==> src/rtl/pipe_datapath.sv <==
// Five-stage RV32I pipelined datapath with EX-stage forwarding, hazard unit and branch resolution.
// Control arrives decoded from InstrD and travels down the pipe in the stage registers.
module pipe_datapath #(
  parameter logic [31:0] RESET_PC = 32'h1000_0000,
  parameter bit          FWD_EN   = 1'b1
) (
  input  logic        clk,
  input  logic        rst,
  input  logic [31:0] Instr,
  input  logic [31:0] ReadData,
  input  logic        RegWriteD,
  input  logic [1:0]  ResultSrcD,
  input  logic        MemWriteD,
  input  logic        BranchD,
  input  logic        JumpD,
  input  logic        JalrD,
  input  logic [4:0]  ALUControlD,
  input  logic [1:0]  ALUSrcAD,
  input  logic        ALUSrcBD,
  input  logic [2:0]  ImmSrcD,
  output logic [31:0] PC,
  output logic [31:0] InstrD,
  output logic [31:0] ALUResultM,
  output logic [31:0] WriteDataM,
  output logic [3:0]  ByteEnableM,
  output logic        MemWriteM,
  output logic        StallF,
  output logic        StallD,
  output logic        FlushD,
  output logic        FlushE
);
  localparam logic [31:0] Nop = 32'h0000_0013;
  localparam logic [4:0] AluAdd = 5'd0, AluSub = 5'd1, AluAnd = 5'd2, AluOr = 5'd3,
                         AluXor = 5'd4, AluSlt = 5'd5, AluSltu = 5'd6, AluSll = 5'd7,
                         AluSrl = 5'd8, AluSra = 5'd9;

  typedef struct packed {
    logic        reg_write;
    logic [1:0]  result_src;
    logic        mem_write, branch, jump, jalr;
    logic [4:0]  alu_control;
    logic [1:0]  alu_src_a;
    logic        alu_src_b;
    logic [31:0] rd1, rd2, pc, pc_plus4, imm;
    logic [4:0]  rs1, rs2, rd;
    logic [2:0]  funct3;
  } ex_t;

  typedef struct packed {
    logic        reg_write;
    logic [1:0]  result_src;
    logic        mem_write;
    logic [31:0] alu_result, write_data, pc_plus4;
    logic [4:0]  rd;
    logic [2:0]  funct3;
  } mem_t;

  typedef struct packed {
    logic        reg_write;
    logic [1:0]  result_src;
    logic [31:0] alu_result, read_data, pc_plus4;
    logic [4:0]  rd;
    logic [2:0]  funct3;
  } wb_t;

  logic [31:0] pc_q, pc_plus4_f, pc_target_e, instr_d_q, pc_d_q, pc_plus4_d_q;
  logic [31:0] rf [32];
  logic [31:0] rd1_d, rd2_d, imm_ext_d, result_w, load_w, load_shift_w;
  logic [31:0] fwd_a, fwd_b, src_a, src_b, alu_result_e;
  logic [32:0] diff_e;
  logic [4:0]  rs1_d, rs2_d;
  logic        pc_src_e, taken_e, flag_z, flag_n, flag_v, flag_c;
  logic        load_use, raw_hazard, hold;
  logic [3:0]  be_m;
  ex_t         ex_d, ex_q;
  mem_t        mem_q;
  wb_t         wb_q;

  // Fetch
  assign PC         = pc_q;
  assign pc_plus4_f = pc_q + 32'd4;

  always_ff @(posedge clk) begin
    if (rst) pc_q <= RESET_PC;
    else if (!StallF) pc_q <= pc_src_e ? pc_target_e : pc_plus4_f;
  end

  always_ff @(posedge clk) begin
    if (rst || FlushD) begin
      instr_d_q    <= Nop;
      pc_d_q       <= '0;
      pc_plus4_d_q <= '0;
    end else if (!StallD) begin
      instr_d_q    <= Instr;
      pc_d_q       <= pc_q;
      pc_plus4_d_q <= pc_plus4_f;
    end
  end

  // Decode: register read is write-through from WB
  assign InstrD = instr_d_q;
  assign rs1_d  = instr_d_q[19:15];
  assign rs2_d  = instr_d_q[24:20];
  assign rd1_d  = (rs1_d == '0) ? '0 :
                  (wb_q.reg_write && wb_q.rd == rs1_d) ? result_w : rf[rs1_d];
  assign rd2_d  = (rs2_d == '0) ? '0 :
                  (wb_q.reg_write && wb_q.rd == rs2_d) ? result_w : rf[rs2_d];

  always_comb begin
    unique case (ImmSrcD)
      3'b000:  imm_ext_d = {{20{instr_d_q[31]}}, instr_d_q[31:20]};
      3'b001:  imm_ext_d = {{20{instr_d_q[31]}}, instr_d_q[31:25], instr_d_q[11:7]};
      3'b010:  imm_ext_d = {{19{instr_d_q[31]}}, instr_d_q[31], instr_d_q[7], instr_d_q[30:25],
                            instr_d_q[11:8], 1'b0};
      3'b011:  imm_ext_d = {{11{instr_d_q[31]}}, instr_d_q[31], instr_d_q[19:12], instr_d_q[20],
                            instr_d_q[30:21], 1'b0};
      3'b100:  imm_ext_d = {instr_d_q[31:12], 12'b0};
      default: imm_ext_d = '0;
    endcase
  end

  assign ex_d = '{reg_write: RegWriteD, result_src: ResultSrcD, mem_write: MemWriteD,
                  branch: BranchD, jump: JumpD, jalr: JalrD, alu_control: ALUControlD,
                  alu_src_a: ALUSrcAD, alu_src_b: ALUSrcBD, rd1: rd1_d, rd2: rd2_d,
                  pc: pc_d_q, pc_plus4: pc_plus4_d_q, imm: imm_ext_d, rs1: rs1_d, rs2: rs2_d,
                  rd: instr_d_q[11:7], funct3: instr_d_q[14:12]};

  always_ff @(posedge clk) begin
    if (rst || FlushE) ex_q <= '0;
    else ex_q <= ex_d;
  end

  // Execute: MEM result outranks WB result when both match
  always_comb begin
    fwd_a = ex_q.rd1;
    fwd_b = ex_q.rd2;
    if (FWD_EN && mem_q.reg_write && mem_q.rd != '0 && mem_q.rd == ex_q.rs1)
      fwd_a = mem_q.alu_result;
    else if (FWD_EN && wb_q.reg_write && wb_q.rd != '0 && wb_q.rd == ex_q.rs1)
      fwd_a = result_w;
    if (FWD_EN && mem_q.reg_write && mem_q.rd != '0 && mem_q.rd == ex_q.rs2)
      fwd_b = mem_q.alu_result;
    else if (FWD_EN && wb_q.reg_write && wb_q.rd != '0 && wb_q.rd == ex_q.rs2)
      fwd_b = result_w;
  end

  always_comb begin
    case (ex_q.alu_src_a)
      2'b01:   src_a = ex_q.pc;
      2'b10:   src_a = '0;
      default: src_a = fwd_a;
    endcase
    src_b = ex_q.alu_src_b ? ex_q.imm : fwd_b;
    case (ex_q.alu_control)
      AluSub:  alu_result_e = src_a - src_b;
      AluAnd:  alu_result_e = src_a & src_b;
      AluOr:   alu_result_e = src_a | src_b;
      AluXor:  alu_result_e = src_a ^ src_b;
      AluSlt:  alu_result_e = {31'b0, $signed(src_a) < $signed(src_b)};
      AluSltu: alu_result_e = {31'b0, src_a < src_b};
      AluSll:  alu_result_e = src_a << src_b[4:0];
      AluSrl:  alu_result_e = src_a >> src_b[4:0];
      AluSra:  alu_result_e = $signed(src_a) >>> src_b[4:0];
      AluAdd:  alu_result_e = src_a + src_b;
      default: alu_result_e = src_a + src_b;
    endcase
  end

  // Branch flags from a - b; carry set means no borrow
  assign diff_e = {1'b0, src_a} + {1'b0, ~src_b} + 33'd1;
  assign flag_c = diff_e[32];
  assign flag_n = diff_e[31];
  assign flag_z = (diff_e[31:0] == '0);
  assign flag_v = (src_a[31] != src_b[31]) && (diff_e[31] != src_a[31]);

  always_comb begin
    case (ex_q.funct3)
      3'b000:  taken_e = flag_z;
      3'b001:  taken_e = !flag_z;
      3'b100:  taken_e = flag_n ^ flag_v;
      3'b101:  taken_e = !(flag_n ^ flag_v);
      3'b110:  taken_e = !flag_c;
      3'b111:  taken_e = flag_c;
      default: taken_e = 1'b0;
    endcase
  end

  assign pc_src_e    = (ex_q.branch & taken_e) | ex_q.jump | ex_q.jalr;
  assign pc_target_e = ex_q.jalr ? (alu_result_e & ~32'h1) : (ex_q.pc + ex_q.imm);

  always_ff @(posedge clk) begin
    if (rst) mem_q <= '0;
    else mem_q <= '{reg_write: ex_q.reg_write, result_src: ex_q.result_src,
                    mem_write: ex_q.mem_write, alu_result: alu_result_e, write_data: fwd_b,
                    pc_plus4: ex_q.pc_plus4, rd: ex_q.rd, funct3: ex_q.funct3};
  end

  // Memory: store lane alignment
  assign ALUResultM = mem_q.alu_result;
  always_comb begin
    case (mem_q.funct3)
      3'b000: begin
        be_m       = 4'b0001 << mem_q.alu_result[1:0];
        WriteDataM = {4{mem_q.write_data[7:0]}};
      end
      3'b001: begin
        be_m       = mem_q.alu_result[1] ? 4'b1100 : 4'b0011;
        WriteDataM = {2{mem_q.write_data[15:0]}};
      end
      default: begin
        be_m       = 4'b1111;
        WriteDataM = mem_q.write_data;
      end
    endcase
  end
  assign MemWriteM   = mem_q.mem_write & ~rst;
  assign ByteEnableM = MemWriteM ? be_m : 4'b0000;

  always_ff @(posedge clk) begin
    if (rst) wb_q <= '0;
    else wb_q <= '{reg_write: mem_q.reg_write, result_src: mem_q.result_src,
                   alu_result: mem_q.alu_result, read_data: ReadData,
                   pc_plus4: mem_q.pc_plus4, rd: mem_q.rd, funct3: mem_q.funct3};
  end

  // Writeback: load lane extraction and result select
  assign load_shift_w = wb_q.read_data >> {wb_q.alu_result[1:0], 3'b000};
  always_comb begin
    case (wb_q.funct3)
      3'b000:  load_w = {{24{load_shift_w[7]}}, load_shift_w[7:0]};
      3'b001:  load_w = {{16{load_shift_w[15]}}, load_shift_w[15:0]};
      3'b100:  load_w = {24'b0, load_shift_w[7:0]};
      3'b101:  load_w = {16'b0, load_shift_w[15:0]};
      default: load_w = load_shift_w;
    endcase
    case (wb_q.result_src)
      2'b01:   result_w = load_w;
      2'b10:   result_w = wb_q.pc_plus4;
      default: result_w = wb_q.alu_result;
    endcase
  end

  always_ff @(posedge clk) begin
    if (!rst && wb_q.reg_write && wb_q.rd != '0) rf[wb_q.rd] <= result_w;
  end

  // Hazards: a redirect overrides any stall so the target is fetched next cycle
  always_comb begin
    load_use   = (ex_q.result_src == 2'b01) && (ex_q.rd != '0) &&
                 (ex_q.rd == rs1_d || ex_q.rd == rs2_d);
    raw_hazard = (rs1_d != '0 && ((ex_q.reg_write && rs1_d == ex_q.rd) ||
                                  (mem_q.reg_write && rs1_d == mem_q.rd))) ||
                 (rs2_d != '0 && ((ex_q.reg_write && rs2_d == ex_q.rd) ||
                                  (mem_q.reg_write && rs2_d == mem_q.rd)));
    hold       = FWD_EN ? load_use : raw_hazard;
    StallF     = hold & ~pc_src_e & ~rst;
    StallD     = hold & ~pc_src_e & ~rst;
    FlushD     = pc_src_e & ~rst;
    FlushE     = (pc_src_e | hold) & ~rst;
  end
endmodule

==> config.mk <==
export PLATFORM = sky130hd
export DESIGN_NAME = pipe_datapath
export DESIGN_NICKNAME = d
export VERILOG_FILES = /design/src/rtl/pipe_datapath.sv
export SDC_FILE = /design/constraint.sdc
export NUM_CORES = 2
export LEC_CHECK = 0
export CORE_ASPECT_RATIO = 1.1
export CORE_MARGIN = 2
export CORE_UTILIZATION = 50
export DETAILED_ROUTE_END_ITERATION = 16
export PLACE_DENSITY = 0.65
export SYNTH_ARGS = -nofsm -noshare
export SYNTH_HDL_FRONTEND = slang
export SYNTH_SLANG_ARGS = --single-unit
==> constraint.sdc <==
create_clock -name clk -period 15 [get_ports clk]
set_input_delay 3 -clock clk [delete_from_list [all_inputs] [get_ports clk]]
set_output_delay 3 -clock clk [all_outputs]
set_load 0.1 [all_outputs]
==> run summary <==
Outcome
• complete, no violations — result of the run

Routing
• 57690 — total vias in the final route
• 308500 µm — final wirelength
• 0 — remaining number of nets flagged by the antenna check after routing
• 9 — drt pass-1 iters
• 36.50 µm — DR WL/cell
• 0 — drt drc
• 6.828 — routed vias/inst
• 8180 — drt first-iter violations

Layout
• sky130_fd_sc_hd__edfxtp_1 — leading cell type in the layout, fill and taps excluded
• sky130_fd_sc_hd__edfxtp_1 (1024), sky130_fd_sc_hd__mux4_2 (550), sky130_fd_sc_hd__dfxtp_1 (522) — top library cells by usage in the layout, fill and taps aside
• 8450 — count of non-filler cells in the finished layout
• 13.06% — Area growth, synth to finish
• 0.1866 — fraction of layout instances using a drive strength above 1
• 6455 — final-stage net count

Placement
• 1.046 — RePlAce Congestion
• 206200 µm — total half-perimeter wirelength after legalization and detailed placement
• 8148 — placed cells
• 220 — number of buffer cells added on primary ports

Clock network
• 161 — TritonCTS buffer count
• sky130_fd_sc_hd__clkbuf_16 — library cell used as clock root buffer
• done — CTS tree
• 0 — number of buffers inserted by hold repair at cts
• 1556 — clock sink total
• 60 ps — clock-pin slew reported for the worst setup and hold paths after clock tree synthesis
• 4 — htree depth
• 3 — maximum root-to-sink buffer count
• 820 ps — clock latency on the worst-skew pair

Power
• 30.69 nW — leakage power of the design
• 113.6 µV — maximum resistive drop on vdd
• 129.4 nW/µm² — Power Density

Synth
• 1556 — Seq cells post-synth
• 12.88 µm² — per-instance average area after synthesis
• 93 — Yosys cell types
• 78840 µm² — total standard cell area after synthesis
• sky130_fd_sc_hd__edfxtp_1 — most used flip-flop cell after synthesis
• 0.5251 — sequential area share after synthesis
• sky130_fd_sc_hd__edfxtp_1 (39%), sky130_fd_sc_hd__mux4_2 (16%), sky130_fd_sc_hd__dfxtp_1 (14%) — synth top area cells
• sky130_fd_sc_hd__edfxtp_1 — leading area contributor after synthesis
• 0 — fraction of registers with async set or reset after synthesis
• 6121 — Synth Instances
• 0.3900 — portion of synthesized cell area occupied by the leading cell type
• 0 — warning count from the yosys run
• 1024 — number of enable flip-flop cells after synthesis

Timing
• 0.9600 — crit share post-route
• 435.3 ps — Worst Hold Slack
• 0.04199 — Max transition margin
• 0 — final setup fails
• 25.77 ps — worst-case clock skew
• 0 — number of pins exceeding their max-slew limit in the final report
• 14400 ps — post-layout minimum cycle time
• 1401 ps — slew at the pin closest to its max-slew limit
• no — unrepaired setup endpoints after global routing
• 0.06945 GHz — Max Clk Rate
• 0 — number of hold violations in the final report
• 0 ps — total negative slack

Floorplan
• 221 — count of boundary I/O pins
• 382.6 µm — die boundary width
• 160900 µm² — Die Area
• 156300 µm² — placeable core region
• 152 — Cell Rows
• 0.5043 — effective utilization at floorplan
• 420.5 µm — y dimension of the die

Setup path
• 11400 ps — endpoint arrival time on the critical path
• 3 — Bufs and invs on worst path
• 12000 ps — CP Data Required Time
• output port — type of element capturing the critical path
• simple AND/OR/NAND/NOR gates — top cell family by delay on the critical path
• 36 — largest fanout on the critical path
• register to output port — category of the most critical setup path
• sky130_fd_sc_hd__nor4_1 — CP max-delay cell
• register — CP Launch Type
• 780 ps — largest stage delay on the critical path

Global route
• 0 — gr ovfl total
• 12 — initial antenna violation count
• 143 — maximum number of pins on one net before global-route repair
• 0.3805 — all-layer global routing usage
• 428500 µm — wire length of the first global-routing pass
• 56000 — via count of the first global-routing pass

Job
• 0 — number of maximum-capacitance violations

Min path
• register to register — Min-Delay Path Class

## synth_stat cells (132+ instances only)
| cell | instances |
|---|---|
| sky130_fd_sc_hd__and2_1 | 135 |
| sky130_fd_sc_hd__ha_1 | 132 |
| sky130_fd_sc_hd__dfxtp_1 | 532 |
| sky130_fd_sc_hd__nor2b_1 | 169 |
| sky130_fd_sc_hd__nand2_1 | 317 |
| sky130_fd_sc_hd__nor2_1 | 494 |
| sky130_fd_sc_hd__mux4_2 | 550 |
| sky130_fd_sc_hd__clkbuf_1 | 328 |
| sky130_fd_sc_hd__mux2i_1 | 289 |
| sky130_fd_sc_hd__o21ai_0 | 207 |
| sky130_fd_sc_hd__edfxtp_1 | 1024 |
| sky130_fd_sc_hd__a21oi_1 | 306 |
## what timing repair did
| item | 4_1_cts | 5_1_grt |
|---|---|---|
| gates resized for setup | 0 | 1 |
| endpoints found under the setup margin | 0 | 2 |
| buffers inserted | 0 | 3 |
## per-layer routing
layer	vias up	track usage	wire, µm	part of all wire
met5	-	0	25	0.000081
met4	4	0.2397	22980	0.074
met3	824	0.07548	32740	0.11
met2	3846	0.5763	136800	0.44
met1	29150	0.5049	115900	0.38
li1	23870	-	-	-
## sequential cells by signal, indices dropped and copies added, names as in the netlist
| register | cells |
|---|---|
| ALUResultM | 32 |
| PC | 32 |
| InstrD | 32 |
| mem_q | 76 |
| rf | 1024 |
| pc_d_q | 32 |
| wb_q | 107 |
| pc_plus4_d_q | 30 |
| ex_q | 191 |
## path summary, 6_finish.rpt
| kind | startpoint | endpoint | slack, ps | depth (start not counted) |
|---|---|---|---|---|
| max | wb_q[73] | StallD | 600 | 30 |
| min reg2reg | ex_q[70] | mem_q[28] | 440 | 1 |
| max reg2reg | wb_q[73] | ex_q[179] | 2690 | 31 |
| min | ex_q[70] | mem_q[28] | 440 | 1 |
## power by group
part | total, W | switching, W | internal [W]
logic | 0.00262 | 0.00179 | 0.000836
clock network | 0.00401 | 0.00176 | 0.00225
registers | 0.00490 | 0.000182 | 0.00472
total | 0.0115 | 0.00373 | 0.00781
## kinds of logic after synthesis
logic type,count (synthesis),synth area share
DFF,1556,0.5251
and+or+nand+nor,1445,0.08744
AOI/OAI and AO/OA,1286,0.1103
muxes,917,0.2051
buffers and inverters,626,0.03295
xor gates and xnor gates,154,0.01711
adders and majority gates,136,0.02196
other,1,0.00004756
## final cells by class
cell class	count	area [µm²]
diodes	4	10.01
clock buffers	210	4431
clock inverters	85	815.8
fillers	12790	67190
inverters	127	476.7
multi-input cells	3970	35520
flip-flops and latches	1556	41440
well taps	2079	2601
repair buffers	419	3850
## stage by stage
stage / total power (W) / setup WS [ps] / util / cell area [µm²]
after global routing: 0.01183 / 83.23 / 0.5701 / 89130
after global placement: 0.007545 / 1667 / 0.5364 / 83850
after CTS: 0.01150 / 727.9 / 0.5699 / 89100
final: 0.01154 / 600.6 / 0.5702 / 89140
after floorplan: 0.006537 / 1588 / - / 78960
after detailed placement: 0.007536 / 1670 / 0.5364 / 83850
No activity file was read; power rests on OpenSTA's default activity.
